$ cat src/rtl/bus_cycle_responder_pkg.sv
// Shared types and constants for the 68000 bus cycle responder.
//   state_t  : responder FSM states
//   region_t : latched decoder region for the current bus cycle
//   WAIT_W / TMO_W : wait-state and watchdog counter widths
//   decode_region() : fixed-priority select decode
package bus_cycle_responder_pkg;

  localparam int WAIT_W = 4;
  localparam int TMO_W  = 10;
  localparam logic [TMO_W-1:0] TMO_MAX = '1;

  typedef enum logic [1:0] {
    IDLE,
    WAIT,
    ACK,
    BERR
  } state_t;

  typedef enum logic [2:0] {
    REG_NONE,
    REG_ROM,
    REG_RAM,
    REG_IO,
    REG_DRAM,
    REG_CAN,
    REG_OFFBOARD
  } region_t;

  // ROM > RAM > IO > DRAM > CAN > OffBoard > none
  function automatic region_t decode_region(input logic rom, input logic ram,
                                            input logic io, input logic dram,
                                            input logic can, input logic off);
    region_t r;
    if (rom)       r = REG_ROM;
    else if (ram)  r = REG_RAM;
    else if (io)   r = REG_IO;
    else if (dram) r = REG_DRAM;
    else if (can)  r = REG_CAN;
    else if (off)  r = REG_OFFBOARD;
    else           r = REG_NONE;
    return r;
  endfunction

endpackage

$ cat src/rtl/bus_cycle_responder_timeout.sv
// bus_timeout_counter: saturating watchdog counter for unanswered bus cycles.
// Ports:
//   clk_i, rst_i : clock, asynchronous active-high reset
//   clr_i        : synchronous clear (priority over enable)
//   en_i         : count one per clock while high; holds at all-ones
//   tc_val_i     : terminal count compare value
//   tc_o         : high while the registered count equals tc_val_i
module bus_timeout_counter
  import bus_cycle_responder_pkg::*;
(
  input  logic             clk_i,
  input  logic             rst_i,
  input  logic             clr_i,
  input  logic             en_i,
  input  logic [TMO_W-1:0] tc_val_i,
  output logic             tc_o
);

  logic [TMO_W-1:0] cnt_q, cnt_d;

  always_comb begin
    cnt_d = cnt_q;
    if (clr_i) begin
      cnt_d = '0;
    end else if (en_i && (cnt_q != TMO_MAX)) begin
      cnt_d = cnt_q + 1'b1;
    end
  end

  always_ff @(posedge clk_i or posedge rst_i) begin
    if (rst_i) cnt_q <= '0;
    else       cnt_q <= cnt_d;
  end

  assign tc_o = (cnt_q == tc_val_i);

endmodule

$ cat src/rtl/bus_cycle_responder.sv
// bus_cycle_responder: completes 68000 bus cycles steered to a region by the
// address decoder, driving DTACK_L (with per-region wait states for on-chip
// ROM/RAM/IO, or forwarded from external responders) and BERR_L (watchdog).
// Optional feature macro: BUS_CYCLE_RESPONDER_BERR_EN enables the watchdog
// counter and BERR state; otherwise BErrOut_L is tied high.
// Ports:
//   Clk, Reset_H          : clock, asynchronous active-high reset
//   AS_L, UDS_L, LDS_L    : CPU address / data strobes
//   *Select_H, OffBoardMemory_H : decoder region selects
//   SdramDtack_L, CanDtack_L, OffBoardDtack_L : external acknowledges
//   DtackOut_L, BErrOut_L : CPU handshake outputs (decoded from state reg)
//   Busy_H                : high whenever the FSM is not IDLE
module bus_cycle_responder
  import bus_cycle_responder_pkg::*;
#(
  parameter int ROM_WAIT     = 0,
  parameter int RAM_WAIT     = 1,
  parameter int IO_WAIT      = 2,
  parameter int BERR_TIMEOUT = 255
) (
  input  logic Clk,
  input  logic Reset_H,
  input  logic AS_L,
  input  logic UDS_L,
  input  logic LDS_L,
  input  logic OnChipRomSelect_H,
  input  logic OnChipRamSelect_H,
  input  logic IOSelect_H,
  input  logic DramSelect_H,
  input  logic CanBusSelect_H,
  input  logic OffBoardMemory_H,
  input  logic SdramDtack_L,
  input  logic CanDtack_L,
  input  logic OffBoardDtack_L,
  output logic DtackOut_L,
  output logic BErrOut_L,
  output logic Busy_H
);

  // Elaboration-time range checks on the configuration parameters.
  if (ROM_WAIT < 0 || ROM_WAIT > 15) begin : g_bad_rom_wait
    $error("ROM_WAIT out of range 0..15");
  end
  if (RAM_WAIT < 0 || RAM_WAIT > 15) begin : g_bad_ram_wait
    $error("RAM_WAIT out of range 0..15");
  end
  if (IO_WAIT < 0 || IO_WAIT > 15) begin : g_bad_io_wait
    $error("IO_WAIT out of range 0..15");
  end
  if (BERR_TIMEOUT < 1 || BERR_TIMEOUT > 1023) begin : g_bad_tmo
    $error("BERR_TIMEOUT out of range 1..1023");
  end

  state_t              state_q, state_d;
  region_t             region_q, region_d;
  logic [WAIT_W-1:0]   wait_q, wait_d;

  logic strobe;
  logic internal;
  logic ext_ack;
  logic ack_due;

  assign strobe   = !AS_L && (!UDS_L || !LDS_L);
  assign internal = (region_q == REG_ROM) || (region_q == REG_RAM) ||
                    (region_q == REG_IO);

  // Only the acknowledge belonging to the latched region is honoured.
  always_comb begin
    ext_ack = 1'b0;
    case (region_q)
      REG_DRAM:     ext_ack = !SdramDtack_L;
      REG_CAN:      ext_ack = !CanDtack_L;
      REG_OFFBOARD: ext_ack = !OffBoardDtack_L;
      default:      ext_ack = 1'b0;
    endcase
  end

  // REG_NONE is neither internal nor has an external ack, so it never acks.
  assign ack_due = internal ? (wait_q == '0) : ext_ack;

  function automatic logic [WAIT_W-1:0] wait_load(input region_t r);
    logic [WAIT_W-1:0] w;
    case (r)
      REG_ROM: w = WAIT_W'(ROM_WAIT);
      REG_RAM: w = WAIT_W'(RAM_WAIT);
      REG_IO:  w = WAIT_W'(IO_WAIT);
      default: w = '0;
    endcase
    return w;
  endfunction

`ifdef BUS_CYCLE_RESPONDER_BERR_EN
  localparam logic [TMO_W-1:0] TMO_VAL = TMO_W'(BERR_TIMEOUT);

  logic tmo_clr;
  logic tmo_en;
  logic tmo_tc;

  bus_timeout_counter u_tmo (
    .clk_i    (Clk),
    .rst_i    (Reset_H),
    .clr_i    (tmo_clr),
    .en_i     (tmo_en),
    .tc_val_i (TMO_VAL),
    .tc_o     (tmo_tc)
  );
`endif

  always_comb begin
    state_d  = state_q;
    region_d = region_q;
    wait_d   = wait_q;
`ifdef BUS_CYCLE_RESPONDER_BERR_EN
    tmo_clr  = 1'b0;
    tmo_en   = 1'b0;
`endif
    case (state_q)
      IDLE: begin
        if (strobe) begin
          state_d  = WAIT;
          region_d = decode_region(OnChipRomSelect_H, OnChipRamSelect_H,
                                   IOSelect_H, DramSelect_H,
                                   CanBusSelect_H, OffBoardMemory_H);
          wait_d   = wait_load(region_d);
`ifdef BUS_CYCLE_RESPONDER_BERR_EN
          tmo_clr  = 1'b1;
`endif
        end
      end
      WAIT: begin
`ifdef BUS_CYCLE_RESPONDER_BERR_EN
        tmo_en = 1'b1;
`endif
        if (internal && (wait_q != '0)) wait_d = wait_q - 1'b1;
        // Abort beats acknowledge, which beats the watchdog.
        if (AS_L) begin
          state_d = IDLE;
        end else if (ack_due) begin
          state_d = ACK;
        end
`ifdef BUS_CYCLE_RESPONDER_BERR_EN
        else if (tmo_tc) begin
          state_d = BERR;
        end
`endif
      end
      ACK: begin
        if (AS_L) state_d = IDLE;
      end
      BERR: begin
        if (AS_L) state_d = IDLE;
      end
      default: state_d = IDLE;
    endcase
  end

  always_ff @(posedge Clk or posedge Reset_H) begin
    if (Reset_H) begin
      state_q  <= IDLE;
      region_q <= REG_NONE;
      wait_q   <= '0;
    end else begin
      state_q  <= state_d;
      region_q <= region_d;
      wait_q   <= wait_d;
    end
  end

  // One-hot state decode keeps DTACK and BERR mutually exclusive.
  assign DtackOut_L = (state_q != ACK);
`ifdef BUS_CYCLE_RESPONDER_BERR_EN
  assign BErrOut_L  = (state_q != BERR);
`else
  assign BErrOut_L  = 1'b1;
`endif
  assign Busy_H     = (state_q != IDLE);

endmodule

$ cat config.mk
export PLATFORM = sky130hd
export DESIGN_NAME = bus_cycle_responder
export DESIGN_NICKNAME = d
export VERILOG_FILES = /design/src/rtl/bus_cycle_responder_pkg.sv /design/src/rtl/bus_cycle_responder_timeout.sv /design/src/rtl/bus_cycle_responder.sv
export SDC_FILE = /design/constraint.sdc
export NUM_CORES = 1
export LEC_CHECK = 0
export CELL_PAD_IN_SITES_DETAIL_PLACEMENT = 0
export CELL_PAD_IN_SITES_GLOBAL_PLACEMENT = 1
export CORE_AREA = 4 4 50 52
export CTS_CLUSTER_SIZE = 8
export DETAILED_ROUTE_END_ITERATION = 7
export DIE_AREA = 0 0 54 56
export PLACE_DENSITY = 0.81
export SYNTH_ARGS = -nofsm -noshare
export SYNTH_HDL_FRONTEND = slang
export SYNTH_SLANG_ARGS = --single-unit
$ cat constraint.sdc
create_clock -name Clk -period 1.5 [get_ports Clk]
set_clock_uncertainty 0.1 [all_clocks]
set_input_delay 0.3 -clock Clk [delete_from_list [all_inputs] [get_ports Clk]]
set_output_delay 0.3 -clock Clk [all_outputs]
set_load 0.1 [all_outputs]
---- Yosys cells after proc, flatten, opt, wreduce, memory -nomap -nowiden ----
Cells that the tools add are included.
storage, ports and cells
  output and inout port bits .............. 3
  word-level logic and storage cells ...... 59
  input bits .............................. 14
  bits in registers ....................... 9
operators by class
  $add $sub $neg .......................... 1
  reduce and logical (&&, ||, !) cells .... 20
  equality and inequality tests ........... 16
  multiplexer cells ....................... 19
operators with widths
  operator               number
  $mux W3                8
  $eq A3 B2 Y1 const B   4
  $eq A3 B3 Y1 const B   3
  $mux W2                4
  $mux W4                2
  $pmux W4 S2            1
  $logic_not A1 Y1       6
  $ne A2 B2 Y1 const B   3
  $pmux W2 S3            1
  $reduce_and A3 Y1      2
  $eq A2 B2 Y1 const B   2
  $logic_not A4 Y1       1
  $pmux W2 S2            1
  $reduce_bool A2 Y1     2
  $reduce_bool A4 Y1     1
  $sub A4 B1 Y4 const B  1
  $eq A3 B1 Y1 const B   1
  $logic_or A1 B1 Y1     3
  $ne A3 B3 Y1 const B   1
  $pmux W1 S3            1
  $eq A2 B1 Y1 const B   1
  $logic_and A1 B1 Y1    2
  $logic_not A2 Y1       1
  $ne A2 B1 Y1 const B   1
  3 further kinds        3

---- Logic depth before layout (Yosys ltp) ----
  word-level depth ........................ 12
  depth in mapped cells ................... 5
  depth with buffers taken out ............ 5

---- Worst setup path after synthesis ----
No wires, ideal clock.
  kind .................................... reg-to-output
  start point ............................. register state_q[1]
  end point ............................... output port DtackOut_L
  slack ................................... -45 ps
  arrival time ............................ 1,145 ps
  stages on the path, launching flop included .. 2
  data required time ...................... 1,100 ps
  buffers on the path ..................... 0
  cells stage by stage .................... dfrtp_1 or2b_1
between the ends
  cells in the longest elaborated chain, start to end .. 1
ends and longest elaborated chain
  element                 line                        text
  from (decl)             bus_cycle_responder.sv:54   state_t state_q, state_d;
  from (signal assigned)  bus_cycle_responder.sv:163  state_q <= state_d;
  $ne A2 B2 Y1            bus_cycle_responder.sv:170  assign DtackOut_L = (state_q != ACK);
  to (decl)               bus_cycle_responder.sv:35   output logic DtackOut_L,
No other way between the ends.

---- Worst setup path in the final report ----
  start point ............................. register state_q[1]
  end point ............................... output port Busy_H
between the ends
  cells in the longest elaborated chain, start to end .. 1
ends and longest elaborated chain
  element             line                        text
  $reduce_bool A2 Y1  bus_cycle_responder.sv:176  assign Busy_H = (state_q != IDLE);
  to (decl)           bus_cycle_responder.sv:37   output logic Busy_H
No other way between the ends.

==> out/qor.csv <==
stage;metric;value;unit
timing;rsz0062_at_grt;true;
clock_tree;cts_buffers;3;
synthesis;yosysTopAreaCell;dfrtp_1;
finish;areaGrowthSynthToFinish;76.6;%
timing;setup_viol;9;
floorplanning;row_count;17;
clock_tree;cts_tree;yes;
synthesis;ys_warn_count;0;
grt;gr-usage-met1;12.3;%
setup_path;crit_chain;buf_6 -> or2_4 -> buf_12;
clock_tree;cts_root_buffer;clkbuf_4;
floorplanning;die_area;3020;µm²
placed_design;port_buffers;15;
grt;grt_max_degree;10;
clock_tree;worstSkewPairLatency;0.26;ns
worst_hold_path;hold_class;input pin to async pin;
drt;via_count;628;
power_and_ir_drop;p_switching;0.670;mW
power_and_ir_drop;p_sw_share;40.9;%
grt;grt_first_pass_wirelength;2530;µm
clock_tree;ctsHoldBuffers;0;
clock_tree;clk_pin_slew;0.06;ns
grt;grt_usage;11.2;%
timing;fmax;626;MHz
job;timing.max_cap.violations;0;
drt;post_drt_wl_per_cell;11.2;µm
finish;fin_util;49.7;%
finish;regArea;225;µm²
synthesis;synth.mux.area_fraction;5.27;%
clock_tree;cts.sinks;9;
power_and_ir_drop;p_int;0.969;mW
finish;fin_nets;122;
power_and_ir_drop;p_per_area;1570;nW/µm²
synthesis;seq_area_frac_synth;38.0;%
setup_path;crit_slowest_cell;dfrtp_1;
synthesis;synthTopCellsByArea;dfrtp_1 (38%), a2111oi_4 (4.6%), nand2_1 (4.4%), a21oi_1 (4.2%), ha_1 (4.2%);
grt;first_global_vias;660;
setup_path;critPathLaunchType;flip-flop;
grt;met3_usage;2.41;%
setup_path;worst-path-max-fanout;5;
drt;drc_errors;0;
clock_tree;clockBufferDepth;2;
setup_path;startpoint;state_q[1];
finish;multi_input_area;398;µm²
clock_tree;cts.htree.levels;1;
timing;drv_slew;0;
synthesis;yosys.area_share.simple;23.6;%
timing;min_period_over_period;107;%
power_and_ir_drop;p_leak;0.474;nW
finish;fillers;196;
setup_path;cp.required;1.10;ns
power_and_ir_drop;p_total;1.64;mW
floorplanning;core_area;2110;µm²
setup_path;r2r-start;wait_q[1];
finish;layout_common_cells;buf_4 (19), clkdlybuf4s50_1 (11), dfrtp_1 (9);
status;violations;negative setup slack;
setup_path;path_class;flip-flop to output port;
grt;overflow;0;
power_and_ir_drop;seqPwrFrac;24.0;%
grt;grt.met2_usage;19.6;%
drt;ant_nets;0;
status;outcome;complete, but fails checks;
finish;drive_gt1_share;43.8;%
drt;dr.pass1.iters;4;
drt;first_iter_violations;7;
synthesis;synthesis.nets;81;
floorplanning;initial_core_util;28.2;%
drt;wirelength;1490;µm
timing;final_hold_viol_count;0;
synthesis;synth_adder_area_share;4.22;%
drt;vias_per_cell;4.72;
synthesis;netlist_area;593;µm²
setup_path;cp_slowest_stage_delay;0.40;ns
power_and_ir_drop;ir_worst_vdd;0.000844;V
power_and_ir_drop;combPwrFrac;64.3;%
timing;post-route-min-period;1.60;ns
floorplanning;die_h;56;µm
finish;n_antenna_cell;0;
floorplanning;die_x;54;µm
placed_design;hpwl;1140;µm
power_and_ir_drop;p_clk_share;11.7;%
synthesis;ys_seq_elements;9;
grt;grt_busiest_layer;met2;
placed_design;place.gp.congestion;0.720;
synthesis;synth_top_family_by_area;compound AO/OA/AOI/OAI gates;
synthesis;yosys.area.top_type_share;38.0;%
finish;final_common_cell;buf_4;
setup_path;crit_arrival;1.20;ns
synthesis;synth_cells;65;
floorplanning;ioPinCount;17;
synthesis;syn_area_per_cell;9.12;µm²
synthesis;synth_cell_type_count;31;
grt;antenna_found_initial;0;
finish;stdcell_count;133;
timing;setup_slack;-0.0976;ns
synthesis;synth_xor_xnor_area_share;0;%
setup_path;endpoint_kind;output port;
synthesis;synth-compound-area-share;23.8;%
placed_design;place_inst;126;
==> critical path, delay by kind of cell, from the launching register on <==
| family | cells | cell delay (ns) |
|---|---|---|
| and+or+nand+nor | 1 | 0.23 |
| buffers and inverters | 2 | 0.29 |
| DFF | 1 | 0.40 |
==> Yosys cell counts (all sizes together) <==
cell	count
o22ai	1
or2b	1
nor3b	1
a21oi	5
mux2i	2
o21bai	1
buf	1
and2b	1
a211oi	2
a22o	1
or4	1
dfrtp	9
nand4b	1
mux2	1
or2	1
conb	1
nor2	5
nand2	7
o21ai	3
nand2b	2
inv	5
nor3	3
a221oi	1
a2111oi	1
o211ai	1
o31ai	1
a2111o	1
ha	2
nor2b	2
or3	1
==> layer usage <==
metal	share of wire, %	up-vias
li1	-	312
met1	41	297
met2	51	17
met3	6.3	2
met4	1.5	0
met5	0	-
==> metrics by stage <==
stage / instance area, µm² / setup WS [ns] / setup TNS (ns) / hold WS [ns]
6_report: 1050 / -0.0976 / -0.368 / 0.205
5_1_grt: 1050 / -0.160 / -0.958 / 0.260
4_1_cts: 1000 / -0.111 / -0.439 / 0.220
3_5_place_dp: 935 / -0.287 / -1.76 / 0.397
3_3_place_gp: 935 / -0.289 / -1.69 / 0.365
2_1_floorplan: 594 / 0.0242 / 0 / 0.0279
==> power by group through the flow <==
stage	combinational [mW]	sequential [mW]	clock [mW]
after global placement	0.864	0.391	0
after global routing	1.15	0.403	0.206
after floorplan	0.497	0.402	0
final	1.05	0.394	0.191
after CTS	0.946	0.391	0.203
after detailed placement	0.874	0.395	0
==> sequential cells by signal, summed over array words and instances, names as in the netlist <==
register and flops:
region_q 3, state_q 2, wait_q 4
==> worst paths after layout <==
kind                                to  slack, ns  cells past startpoint
max                             Busy_H       -0.1                      3
min                        region_q[0]       0.21                      2
max reg2reg                  wait_q[3]      -0.06                      5
min reg2reg                  wait_q[3]       0.42                      1
max in group asynchronous    wait_q[1]       0.83                      2
min in group Clk             wait_q[3]       0.42                      1
==> cell type report <==
cell class / count / share of cell area, %
Multi-Input combinational cell: 50 / 38.0
Timing Repair Buffer: 37 / 32.9
Sequential cell: 9 / 21.5
Tap cell: 28 / 3.35
Inverter: 5 / 1.79
Clock buffer: 4 / 2.51
==> kinds of logic (layout without fill, tap and decap cells) <==
logic type               count (synthesis)  after routing
AND/OR/NAND/NOR                         26             26
AO/OA/AOI/OAI                           18             18
flip-flops                               9              9
buffers and inverters                    6             46
multiplexers                             3              3
adder cells (fa/ha/maj)                  2              2
other                                    1              1
==> timing repair <==
item,in CTS,in global routing
gates resized for setup,14,8
setup buffers,1,2
setup endpoints to repair,9,11
pin swaps,3,4
endpoints found under the hold margin,0,0
Power figures use the tool's default switching activity.
